$ cat config.mk
export PLATFORM = sky130hd
export DESIGN_NAME = axil_apb_bridge_mc
export DESIGN_NICKNAME = d
export VERILOG_FILES = /design/src/rtl/axil_apb_bridge_mc.sv
export SDC_FILE = /design/constraint.sdc
export NUM_CORES = 1
export LEC_CHECK = 0
export CORE_ASPECT_RATIO = 0.75
export CORE_MARGIN = 5
export CORE_UTILIZATION = 48
export CTS_BUF_LIST = sky130_fd_sc_hd__clkbuf_8
export DETAILED_ROUTE_END_ITERATION = 7
export PLACE_DENSITY_LB_ADDON = 0.25
export SYNTH_ARGS = -nofsm -noshare
export SYNTH_HDL_FRONTEND = slang
export SYNTH_SLANG_ARGS = --single-unit
$ cat constraint.sdc
create_clock -name s_axi_clk -period 11.07 [get_ports s_axi_clk]
set_clock_uncertainty 0.05 [all_clocks]
set_input_delay 1.107 -clock s_axi_clk [delete_from_list [all_inputs] [get_ports s_axi_clk]]
set_output_delay 1.107 -clock s_axi_clk [all_outputs]
set_load 0.01 [all_outputs]
$ cat src/rtl/axil_apb_bridge_mc.sv
// AXI4-Lite slave to multi-slave APB master bridge: one outstanding transfer,
// address decode into equal regions, read/write alternation and ACCESS timeout.
module axil_apb_bridge_mc #(
  parameter int unsigned            C_APB_NUM_SLAVES = 4,
  parameter int unsigned            ADDR_WIDTH       = 32,
  parameter int unsigned            DATA_WIDTH       = 32,
  parameter logic [ADDR_WIDTH-1:0]  BASE_ADDR        = 32'h0000_0000,
  parameter logic [ADDR_WIDTH-1:0]  SLAVE_SPAN       = 32'h0000_1000,
  parameter int unsigned            TIMEOUT_VAL      = 16
) (
  input  logic                                   s_axi_clk,
  input  logic                                   s_axi_areset,
  input  logic [ADDR_WIDTH-1:0]                  s_axi_awaddr,
  input  logic [2:0]                             s_axi_awprot,
  input  logic                                   s_axi_awvalid,
  output logic                                   s_axi_awready,
  input  logic [DATA_WIDTH-1:0]                  s_axi_wdata,
  input  logic [DATA_WIDTH/8-1:0]                s_axi_wstrb,
  input  logic                                   s_axi_wvalid,
  output logic                                   s_axi_wready,
  output logic [1:0]                             s_axi_bresp,
  output logic                                   s_axi_bvalid,
  input  logic                                   s_axi_bready,
  input  logic [ADDR_WIDTH-1:0]                  s_axi_araddr,
  input  logic [2:0]                             s_axi_arprot,
  input  logic                                   s_axi_arvalid,
  output logic                                   s_axi_arready,
  output logic [DATA_WIDTH-1:0]                  s_axi_rdata,
  output logic [1:0]                             s_axi_rresp,
  output logic                                   s_axi_rvalid,
  input  logic                                   s_axi_rready,
  output logic [ADDR_WIDTH-1:0]                  m_apb_paddr,
  output logic [2:0]                             m_apb_pprot,
  output logic [C_APB_NUM_SLAVES-1:0]            m_apb_psel,
  output logic                                   m_apb_penable,
  output logic                                   m_apb_pwrite,
  output logic [DATA_WIDTH-1:0]                  m_apb_pwdata,
  output logic [DATA_WIDTH/8-1:0]                m_apb_pstrb,
  input  logic [C_APB_NUM_SLAVES-1:0]            m_apb_pready,
  input  logic [C_APB_NUM_SLAVES*DATA_WIDTH-1:0] m_apb_prdata,
  input  logic [C_APB_NUM_SLAVES-1:0]            m_apb_pslverr
);

  localparam int unsigned N       = C_APB_NUM_SLAVES;
  localparam int unsigned SW      = DATA_WIDTH / 8;
  localparam int unsigned IDX_W   = (N > 1) ? $clog2(N) : 1;
  localparam int unsigned SPAN_SH = $clog2(SLAVE_SPAN);

  typedef enum logic [1:0] {S_IDLE, S_SETUP, S_ACCESS, S_RESP} state_e;

  state_e                 state_q;
  logic                   aw_full_q, w_full_q, ar_full_q;
  logic                   aw_full_d, w_full_d, ar_full_d;
  logic                   awready_q, wready_q, arready_q;
  logic [ADDR_WIDTH-1:0]  aw_addr_q, ar_addr_q;
  logic [2:0]             aw_prot_q, ar_prot_q;
  logic [DATA_WIDTH-1:0]  w_data_q;
  logic [SW-1:0]          w_strb_q;
  logic                   last_wr_q, cur_wr_q;
  logic [IDX_W-1:0]       idx_q;
  logic [31:0]            cnt_q;
  logic [ADDR_WIDTH-1:0]  paddr_q;
  logic [2:0]             pprot_q;
  logic [N-1:0]           psel_q;
  logic                   penable_q, pwrite_q;
  logic [DATA_WIDTH-1:0]  pwdata_q, rdata_q;
  logic [SW-1:0]          pstrb_q;
  logic                   bvalid_q, rvalid_q;
  logic [1:0]             bresp_q, rresp_q;

  logic                   aw_hs_s, w_hs_s, ar_hs_s, b_done_s, r_done_s;
  logic                   rd_pend_s, wr_pend_s, grant_rd_s;
  logic [ADDR_WIDTH-1:0]  req_addr_s, off_s, slot_s;
  logic [2:0]             req_prot_s;
  logic                   dec_err_s;
  logic [IDX_W-1:0]       dec_idx_s;
  logic                   pready_sel_s, pslverr_sel_s;
  logic [DATA_WIDTH-1:0]  prdata_sel_s;

  // Handshakes, buffer next-state, arbitration and address decode
  always_comb begin
    aw_hs_s      = s_axi_awvalid & awready_q;
    w_hs_s       = s_axi_wvalid & wready_q;
    ar_hs_s      = s_axi_arvalid & arready_q;
    b_done_s     = bvalid_q & s_axi_bready;
    r_done_s     = rvalid_q & s_axi_rready;
    aw_full_d    = aw_hs_s | (aw_full_q & ~b_done_s);
    w_full_d     = w_hs_s | (w_full_q & ~b_done_s);
    ar_full_d    = ar_hs_s | (ar_full_q & ~r_done_s);
    rd_pend_s    = ar_full_q;
    wr_pend_s    = aw_full_q & w_full_q;
    // Under contention the request type not served last time wins.
    grant_rd_s   = rd_pend_s & (~wr_pend_s | last_wr_q);
    req_addr_s   = grant_rd_s ? ar_addr_q : aw_addr_q;
    req_prot_s   = grant_rd_s ? ar_prot_q : aw_prot_q;
    off_s        = req_addr_s - BASE_ADDR;
    slot_s       = off_s >> SPAN_SH;
    dec_err_s    = (req_addr_s < BASE_ADDR) | (slot_s >= ADDR_WIDTH'(N));
    dec_idx_s    = slot_s[IDX_W-1:0];
    pready_sel_s  = m_apb_pready[idx_q];
    pslverr_sel_s = m_apb_pslverr[idx_q];
    prdata_sel_s  = m_apb_prdata[idx_q*DATA_WIDTH +: DATA_WIDTH];
  end

  // AW/W/AR single-entry capture buffers and their registered readies
  always_ff @(posedge s_axi_clk or posedge s_axi_areset) begin
    if (s_axi_areset) begin
      aw_full_q <= 1'b0;
      w_full_q  <= 1'b0;
      ar_full_q <= 1'b0;
      awready_q <= 1'b0;
      wready_q  <= 1'b0;
      arready_q <= 1'b0;
      aw_addr_q <= '0;
      aw_prot_q <= 3'b000;
      w_data_q  <= '0;
      w_strb_q  <= '0;
      ar_addr_q <= '0;
      ar_prot_q <= 3'b000;
    end else begin
      aw_full_q <= aw_full_d;
      w_full_q  <= w_full_d;
      ar_full_q <= ar_full_d;
      awready_q <= ~aw_full_d;
      wready_q  <= ~w_full_d;
      arready_q <= ~ar_full_d;
      if (aw_hs_s) begin
        aw_addr_q <= s_axi_awaddr;
        aw_prot_q <= s_axi_awprot;
      end
      if (w_hs_s) begin
        w_data_q <= s_axi_wdata;
        w_strb_q <= s_axi_wstrb;
      end
      if (ar_hs_s) begin
        ar_addr_q <= s_axi_araddr;
        ar_prot_q <= s_axi_arprot;
      end
    end
  end

  // Transfer FSM with registered APB and AXI response outputs
  always_ff @(posedge s_axi_clk or posedge s_axi_areset) begin
    if (s_axi_areset) begin
      state_q   <= S_IDLE;
      last_wr_q <= 1'b1;
      cur_wr_q  <= 1'b0;
      idx_q     <= '0;
      cnt_q     <= 32'd0;
      paddr_q   <= '0;
      pprot_q   <= 3'b000;
      psel_q    <= '0;
      penable_q <= 1'b0;
      pwrite_q  <= 1'b0;
      pwdata_q  <= '0;
      pstrb_q   <= '0;
      bvalid_q  <= 1'b0;
      bresp_q   <= 2'b00;
      rvalid_q  <= 1'b0;
      rresp_q   <= 2'b00;
      rdata_q   <= '0;
    end else begin
      case (state_q)
        S_IDLE: begin
          if (rd_pend_s | wr_pend_s) begin
            last_wr_q <= ~grant_rd_s;
            cur_wr_q  <= ~grant_rd_s;
            if (dec_err_s) begin
              state_q <= S_RESP;
              if (grant_rd_s) begin
                rvalid_q <= 1'b1;
                rresp_q  <= 2'b11;
                rdata_q  <= '0;
              end else begin
                bvalid_q <= 1'b1;
                bresp_q  <= 2'b11;
              end
            end else begin
              state_q  <= S_SETUP;
              idx_q    <= dec_idx_s;
              psel_q   <= N'(1) << dec_idx_s;
              paddr_q  <= req_addr_s;
              pprot_q  <= req_prot_s;
              pwrite_q <= ~grant_rd_s;
              pwdata_q <= grant_rd_s ? '0 : w_data_q;
              pstrb_q  <= grant_rd_s ? '0 : w_strb_q;
            end
          end
        end
        S_SETUP: begin
          state_q   <= S_ACCESS;
          penable_q <= 1'b1;
          cnt_q     <= 32'(TIMEOUT_VAL);
        end
        S_ACCESS: begin
          // A slave answering on the expiry cycle takes precedence over the abort.
          if (pready_sel_s) begin
            state_q   <= S_RESP;
            psel_q    <= '0;
            penable_q <= 1'b0;
            if (cur_wr_q) begin
              bvalid_q <= 1'b1;
              bresp_q  <= pslverr_sel_s ? 2'b10 : 2'b00;
            end else begin
              rvalid_q <= 1'b1;
              rresp_q  <= pslverr_sel_s ? 2'b10 : 2'b00;
              rdata_q  <= prdata_sel_s;
            end
          end else if ((TIMEOUT_VAL != 0) && (cnt_q == 32'd1)) begin
            state_q   <= S_RESP;
            psel_q    <= '0;
            penable_q <= 1'b0;
            if (cur_wr_q) begin
              bvalid_q <= 1'b1;
              bresp_q  <= 2'b10;
            end else begin
              rvalid_q <= 1'b1;
              rresp_q  <= 2'b10;
              rdata_q  <= '0;
            end
          end else begin
            cnt_q <= cnt_q - 32'd1;
          end
        end
        S_RESP: begin
          if (cur_wr_q ? s_axi_bready : s_axi_rready) begin
            state_q  <= S_IDLE;
            bvalid_q <= 1'b0;
            rvalid_q <= 1'b0;
          end
        end
        default: state_q <= S_IDLE;
      endcase
    end
  end

  assign s_axi_awready = awready_q;
  assign s_axi_wready  = wready_q;
  assign s_axi_arready = arready_q;
  assign s_axi_bresp   = bresp_q;
  assign s_axi_bvalid  = bvalid_q;
  assign s_axi_rdata   = rdata_q;
  assign s_axi_rresp   = rresp_q;
  assign s_axi_rvalid  = rvalid_q;
  assign m_apb_paddr   = paddr_q;
  assign m_apb_pprot   = pprot_q;
  assign m_apb_psel    = psel_q;
  assign m_apb_penable = penable_q;
  assign m_apb_pwrite  = pwrite_q;
  assign m_apb_pwdata  = pwdata_q;
  assign m_apb_pstrb   = pstrb_q;

endmodule

==> results.toml <==
[run_status]
status = "completed"

[cts]
root_buffer = "clkbuf_8"
cts_sinks = 263
cts_hold_buf = 0
h-tree-depth = 2
cts_setup_buffers = 0
clock_path_buffers = 3
clk_pin_slew_ns = 0.06
cts-resized-gates = 0
cts_buffers = 44
insertion_delay_ns = 0.53
cts_tree = "built"

[synthesis]
synth.net_count = 1182
yosysSeqAreaShare_pct = 57.3
synth_area_per_cell_um2 = 12.4
syn_area_mm2 = 0.0115
synth-edff-count = 0
synth_cells = 926
synth_cell_type_count = 56
ys_warn_count = 0
synthArstFlopShare_pct = 100
synth-seq-cells = 263
synthFlopType = "dfrtp_1"

[sta]
layout_setup_ws_ns = 7.52
max_freq_mhz = 281
drv_slew = 0
final.setup.tns_ns = 0
setup_viol = 0
rsz0062_at_grt = "false"
final.min_clock_period_ns = 3.55
relSlewSlack_pct = 20.5
hold_viol = 0
worst_slew_pin_slew_ns = 1.19
finalCritPeriodShare_pct = 32.1

[global_routing]
gr-total-overflow = 0
grt.total_usage_pct = 23.8
met1_usage_pct = 30.5
antenna_found_initial = 7
grt_start_max_net_pins = 126
grt_pass1_vias = 9066
grt_util_met3_pct = 8.60
grt.busiest_layer = "met2"
grt_use_met2_pct = 37.8
grt_pass1_wl_um = 51200

[power_and_ir_drop]
p_leak_nw = 7.01
max-vdd-ir-drop_mv = 0.148
p_per_area_mw_per_mm2 = 219

[die]
core_mm2 = 0.0238
die-area_mm2 = 0.0271
row_count = 49
initial_core_util_pct = 48.3
pin_count = 367
die_h_um = 144
fp.dieW_um = 189

[setup_path]
timing.rr.start = "state_q[0]$_DFFE_PP0P_"
worstSetupPathType = "primary input to register"
worstPathRequired_ns = 11.47
cp-end-kind = "register"
arrival_ns = 3.96
worstRegToRegCells = 8
cp_max_fo = 18
r2r_end = "cnt_q[31]$_DFFE_PP0P_"
critPathLaunchType = "primary input"
reg2reg_slack_ns = 7.57

[routing]
wl_um = 33000
vias = 8839
ant_nets = 0
drc = 0
drtIter0Drc = 595
wl_per_cell_um = 20.2
first_pass_iters = 5
viasPerCell = 5.40

[placement]
gp_congestion = 0.855
port_buffers = 366
dp_slack_ns = 6.88
hpwlAfterDp_um = 23500
placed_cell_area_mm2 = 0.0154

[worst_hold_path]
whs_endpoint = "m_apb_pwdata[5]$_DFFE_PP0P_"
worstHoldStart = "m_apb_pwdata[5]$_DFFE_PP0P_"
holdPathStages = 2
hold_class = "register to register"

[cells_and_area]
layout_commonest_cell = "clkdlybuf4s50_1"
final_area_mm2 = 0.0163
nets = 1552
final_cell_mix = "clkdlybuf4s50_1, dfrtp_1, nand2_1"
final_layout_size_suffix_gt1_share_pct = 16.9
syn_to_final_growth_pct = 42.1

[job]
max_cap_violations = 0
## worst max path at each step
stage / start / end / slack (ns) / cells past startpoint
finish: m_apb_pready[3] / cnt_q[31]$_DFFE_PP0P_ / 7.52 / 7
global route: s_axi_areset / m_apb_paddr[9]$_DFFE_PP0P_ / 7.12 / 4
CTS: s_axi_areset / aw_addr_q[0]$_DFFE_PP0P_ / 7.45 / 4
detailed placement: s_axi_areset / m_apb_pwdata[12]$_DFFE_PP0P_ / 6.88 / 4
global placement: s_axi_areset / m_apb_pwdata[12]$_DFFE_PP0P_ / 6.86 / 4
floorplan: s_axi_areset / ar_addr_q[0]$_DFFE_PP0P_ / 2.67 / 1
## synthesized netlist by cell type (7+ instances only)
cell      count  area, µm²
a21oi_1       8       40.0
a22o_1       32        280
and2_1       19        119
clkbuf_1     42        158
dfrtp_1     262       6560
ha_1          7       87.6
inv_1        17       63.8
mux2_2      106       1190
mux2i_1      25        250
mux4_2       34        766
nand2_1     126        473
nand3_1      23        115
nor2_1       29        109
nor3_1       16       80.1
nor4_1       16        100
o21ai_0      63        315
o21ai_1       7       35.0
or4_1         7       52.6
xor2_1       11       96.3
## per-stage QoR
| step | hold slack, ns | instances | util [%] | power, mW |
|---|---|---|---|---|
| floorplan | 0.396 | 926 | - | 2.27 |
| global placement | 0.410 | 1556 | 64.9 | 2.69 |
| detailed placement | 0.420 | 1556 | 64.9 | 2.73 |
| CTS | 0.432 | 1631 | 68.5 | 3.60 |
| global route | 0.440 | 1638 | 68.6 | 3.79 |
| finish | 0.427 | 1638 | 68.6 | 3.57 |
## cell families (layout without fill, tap and decap cells)
group                      Yosys count  after routing  share of synthesized area (%)
and+or+nand+nor                    264            264                           10.9
DFF                                263            263                           57.3
muxes                              167            167                           19.4
AOI/OAI and AO/OA                  139            139                           7.93
buffers and inverters               72            471                           2.51
xor gates and xnor gates            14             14                           1.07
adders and majority gates            7              7                          0.763
other                                0              7                              0
## layer usage
layer / vias up / wire length, µm
met5: - / 0
met3: 65 / 3160
met1: 4351 / 13300
li1: 4087 / -
met2: 336 / 15700
met4: 0 / 861
## layout make-up
type	instances	area, µm²
clock inverter	23	151
inverter	18	75.1
fill	1768	7480
clock buffer	52	716
antenna	7	17.5
tap	306	383
timing repair buffer	378	3750
multi-input combinational	591	4630
sequential	263	6580
## where the power goes
part	total (mW)	internal (mW)	switching, mW
registers	1.49	1.28	0.215
clock network	0.850	0.471	0.379
logic	1.23	0.619	0.612
## worst max-delay path, stage by stage
cell,delay (ns)
clkdlybuf4s50_1,0.40
mux4_2,0.54
nor2_1,0.23
o31a_1,0.75
nand3_1,0.29
or4_1,0.47
a21oi_1,0.16
## state kept, by name (all words and copies together), names as in the netlist, 2 cells and up
signal	cells
m_apb_pstrb	4
w_data_q	32
m_apb_psel	4
m_apb_pwdata	32
s_axi_bresp	2
ar_addr_q	32
w_strb_q	4
state_q	2
cnt_q	32
s_axi_rresp	2
s_axi_rdata	32
m_apb_paddr	31
aw_prot_q	3
aw_addr_q	32
ar_prot_q	3
m_apb_pprot	3
(Power assumes the default switching activity.)
==> edit, RTL diff (config.mk and constraints unchanged) <==
Re-encode `state_e` (4 states) as one-hot, 4 bits wide.
--- a/src/rtl/axil_apb_bridge_mc.sv
+++ b/src/rtl/axil_apb_bridge_mc.sv
@@ -46,7 +46,7 @@
   localparam int unsigned IDX_W   = (N > 1) ? $clog2(N) : 1;
   localparam int unsigned SPAN_SH = $clog2(SLAVE_SPAN);
 
-  typedef enum logic [1:0] {S_IDLE, S_SETUP, S_ACCESS, S_RESP} state_e;
+  typedef enum logic [3:0] {S_IDLE = 4'b0001, S_SETUP = 4'b0010, S_ACCESS = 4'b0100, S_RESP = 4'b1000} state_e;
 
   state_e                 state_q;
   logic                   aw_full_q, w_full_q, ar_full_q;
Function: no difference found for any inputs over 4 cycles, from zero or initial values and one cycle with s_axi_areset high; so few cycles prove little.
==> edit against the original RTL <==
  * Die area is 0.83% higher
  * Setup slack better by 0.17 ns
  * Synthesized area is 0.88% higher
  * Design area is 0.25% higher
  * Sequential cell count is 2 higher
  * Register-to-register slack better by 0.31 ns
  * Total power is 21% lower
  * Wire length is 2.2% higher
  * Count of clock-buffer cells in the layout is 2 higher
  * Critical path type is now flop to output port
==> edit: results (changes against the original RTL) <==
status=finished, final reports clean (unchanged); ANT cells=4 (was 7); #FFs+latches synth=265 (was 263); top cells by count, synth=263 x dfrtp_1, 122 x nand2_1, 106 x mux2_2 (was 262 x dfrtp_1, 126 x nand2_1, 106 x mux2_2); multi-input gate count=596 (was 591); CP max FO=36 (was 18); distinct cell type count after synthesis=58 (was 56); multi-input logic area=4710 µm² (was 4630 µm²); Synth area leaders=dfrtp_1 57%, mux2_2 10%, mux4_2 6.6% (was dfrtp_1 57%, mux2_2 10%, mux4_2 6.7%); Setup Slack @ Placement=7.40 ns (was 6.88 ns); bufs w/o clock=376 (was 378); routed length per instance=20.7 µm (was 20.2 µm); sequential share of the synthesized area=57.3% (about the same); Clock buf/inv share=5.04% (was 5.32%); vias in the first global route=9,237 (was 9,066); CTS buffer count=42 (was 44); nets@finish=1,542 (was 1,552); Leak=6.88 nW (was 7.01 nW); synthesized area per cell=12.5 µm² (was 12.4 µm²); syn nets=1,175 (was 1,182); Via density=5.38 (was 5.40); HPWL Detailed=24,400 µm (was 23,500 µm); maximum vdd ir drop=0.000118 V (was 0.000148 V); Non-clk invs=10 (was 18); Post-Layout Cell Count=1,629 (was 1,638); Iter 0 DRT Violations=406 (was 595); Cells after Synth=924 (was 926); Placer Congestion=0.828 (was 0.855); layout cells sized above 1=17.9% (was 16.9%); slowest cell delay on critical path=0.98 ns (was 0.75 ns); Reg area=6640 µm² (was 6580 µm²); fin util=68.6% (about the same); Post-Synth XOR/XNOR Area=1.66% (was 1.07%); initial antenna violation count=5 (was 7); FILL cells=1,795 (was 1,768); Placed Cells=1,553 (was 1,556); Relative slew margins=25.0% (was 20.5%); largest net degree at the start of global routing=140 (was 126); non-clock buffer share of cell area=22.9% (was 23.0%); Worst Path Arrival=2.23 ns (was 3.96 ns); clkbuf count=54 (was 52)
[edit: power by group]
part	internal, mW	switching, mW
Combinational	0.385	0.306
Clock	0.436	0.379
Sequential	1.20	0.135
Total	2.02	0.820
[edit: routing by layer]
metal / global-route usage, % / up-vias / part of all wire [%]
li1: - / 4058 / -
met1: 28.4 / 4335 / 39
met2: 40.0 / 307 / 49
met3: 9.00 / 70 / 9.1
met4: 9.63 / 2 / 3.1
met5: 0 / - / 0.021
[edit: final timing paths]
kind	from	end	slack (ns)	depth (start not counted)
min	m_apb_pprot[2]	m_apb_pprot[2]	0.43	2
max in group asynchronous	s_axi_areset	idx_q[0]	8.34	3
min reg2reg	m_apb_pprot[2]	m_apb_pprot[2]	0.43	2
max	m_apb_paddr[13]	m_apb_paddr[13]	7.68	1
min in group asynchronous	s_axi_areset	s_axi_rdata[4]	1.10	2
max reg2reg	cnt_q[8]	s_axi_rvalid	7.88	6
[edit: cells by family (layout without fill, tap and decap cells)]
| family | Yosys count | in the layout |
|---|---|---|
| mux | 158 | 158 |
| xor+xnor | 22 | 22 |
| other cells | 0 | 4 |
| buf+inv | 63 | 458 |
| fa+ha+maj | 2 | 2 |
| compound gates | 151 | 151 |
| simple gates | 263 | 263 |
| flops | 265 | 265 |
[edit: worst reg2reg max path, cell delays in order, from the launching register on]
cell and delay [ns]:
dfrtp_1 0.40, nor4_1 0.43, nand3_1 0.60, o31a_1 0.73, a21o_1 0.31, or3_1 0.35, a21boi_1 0.15
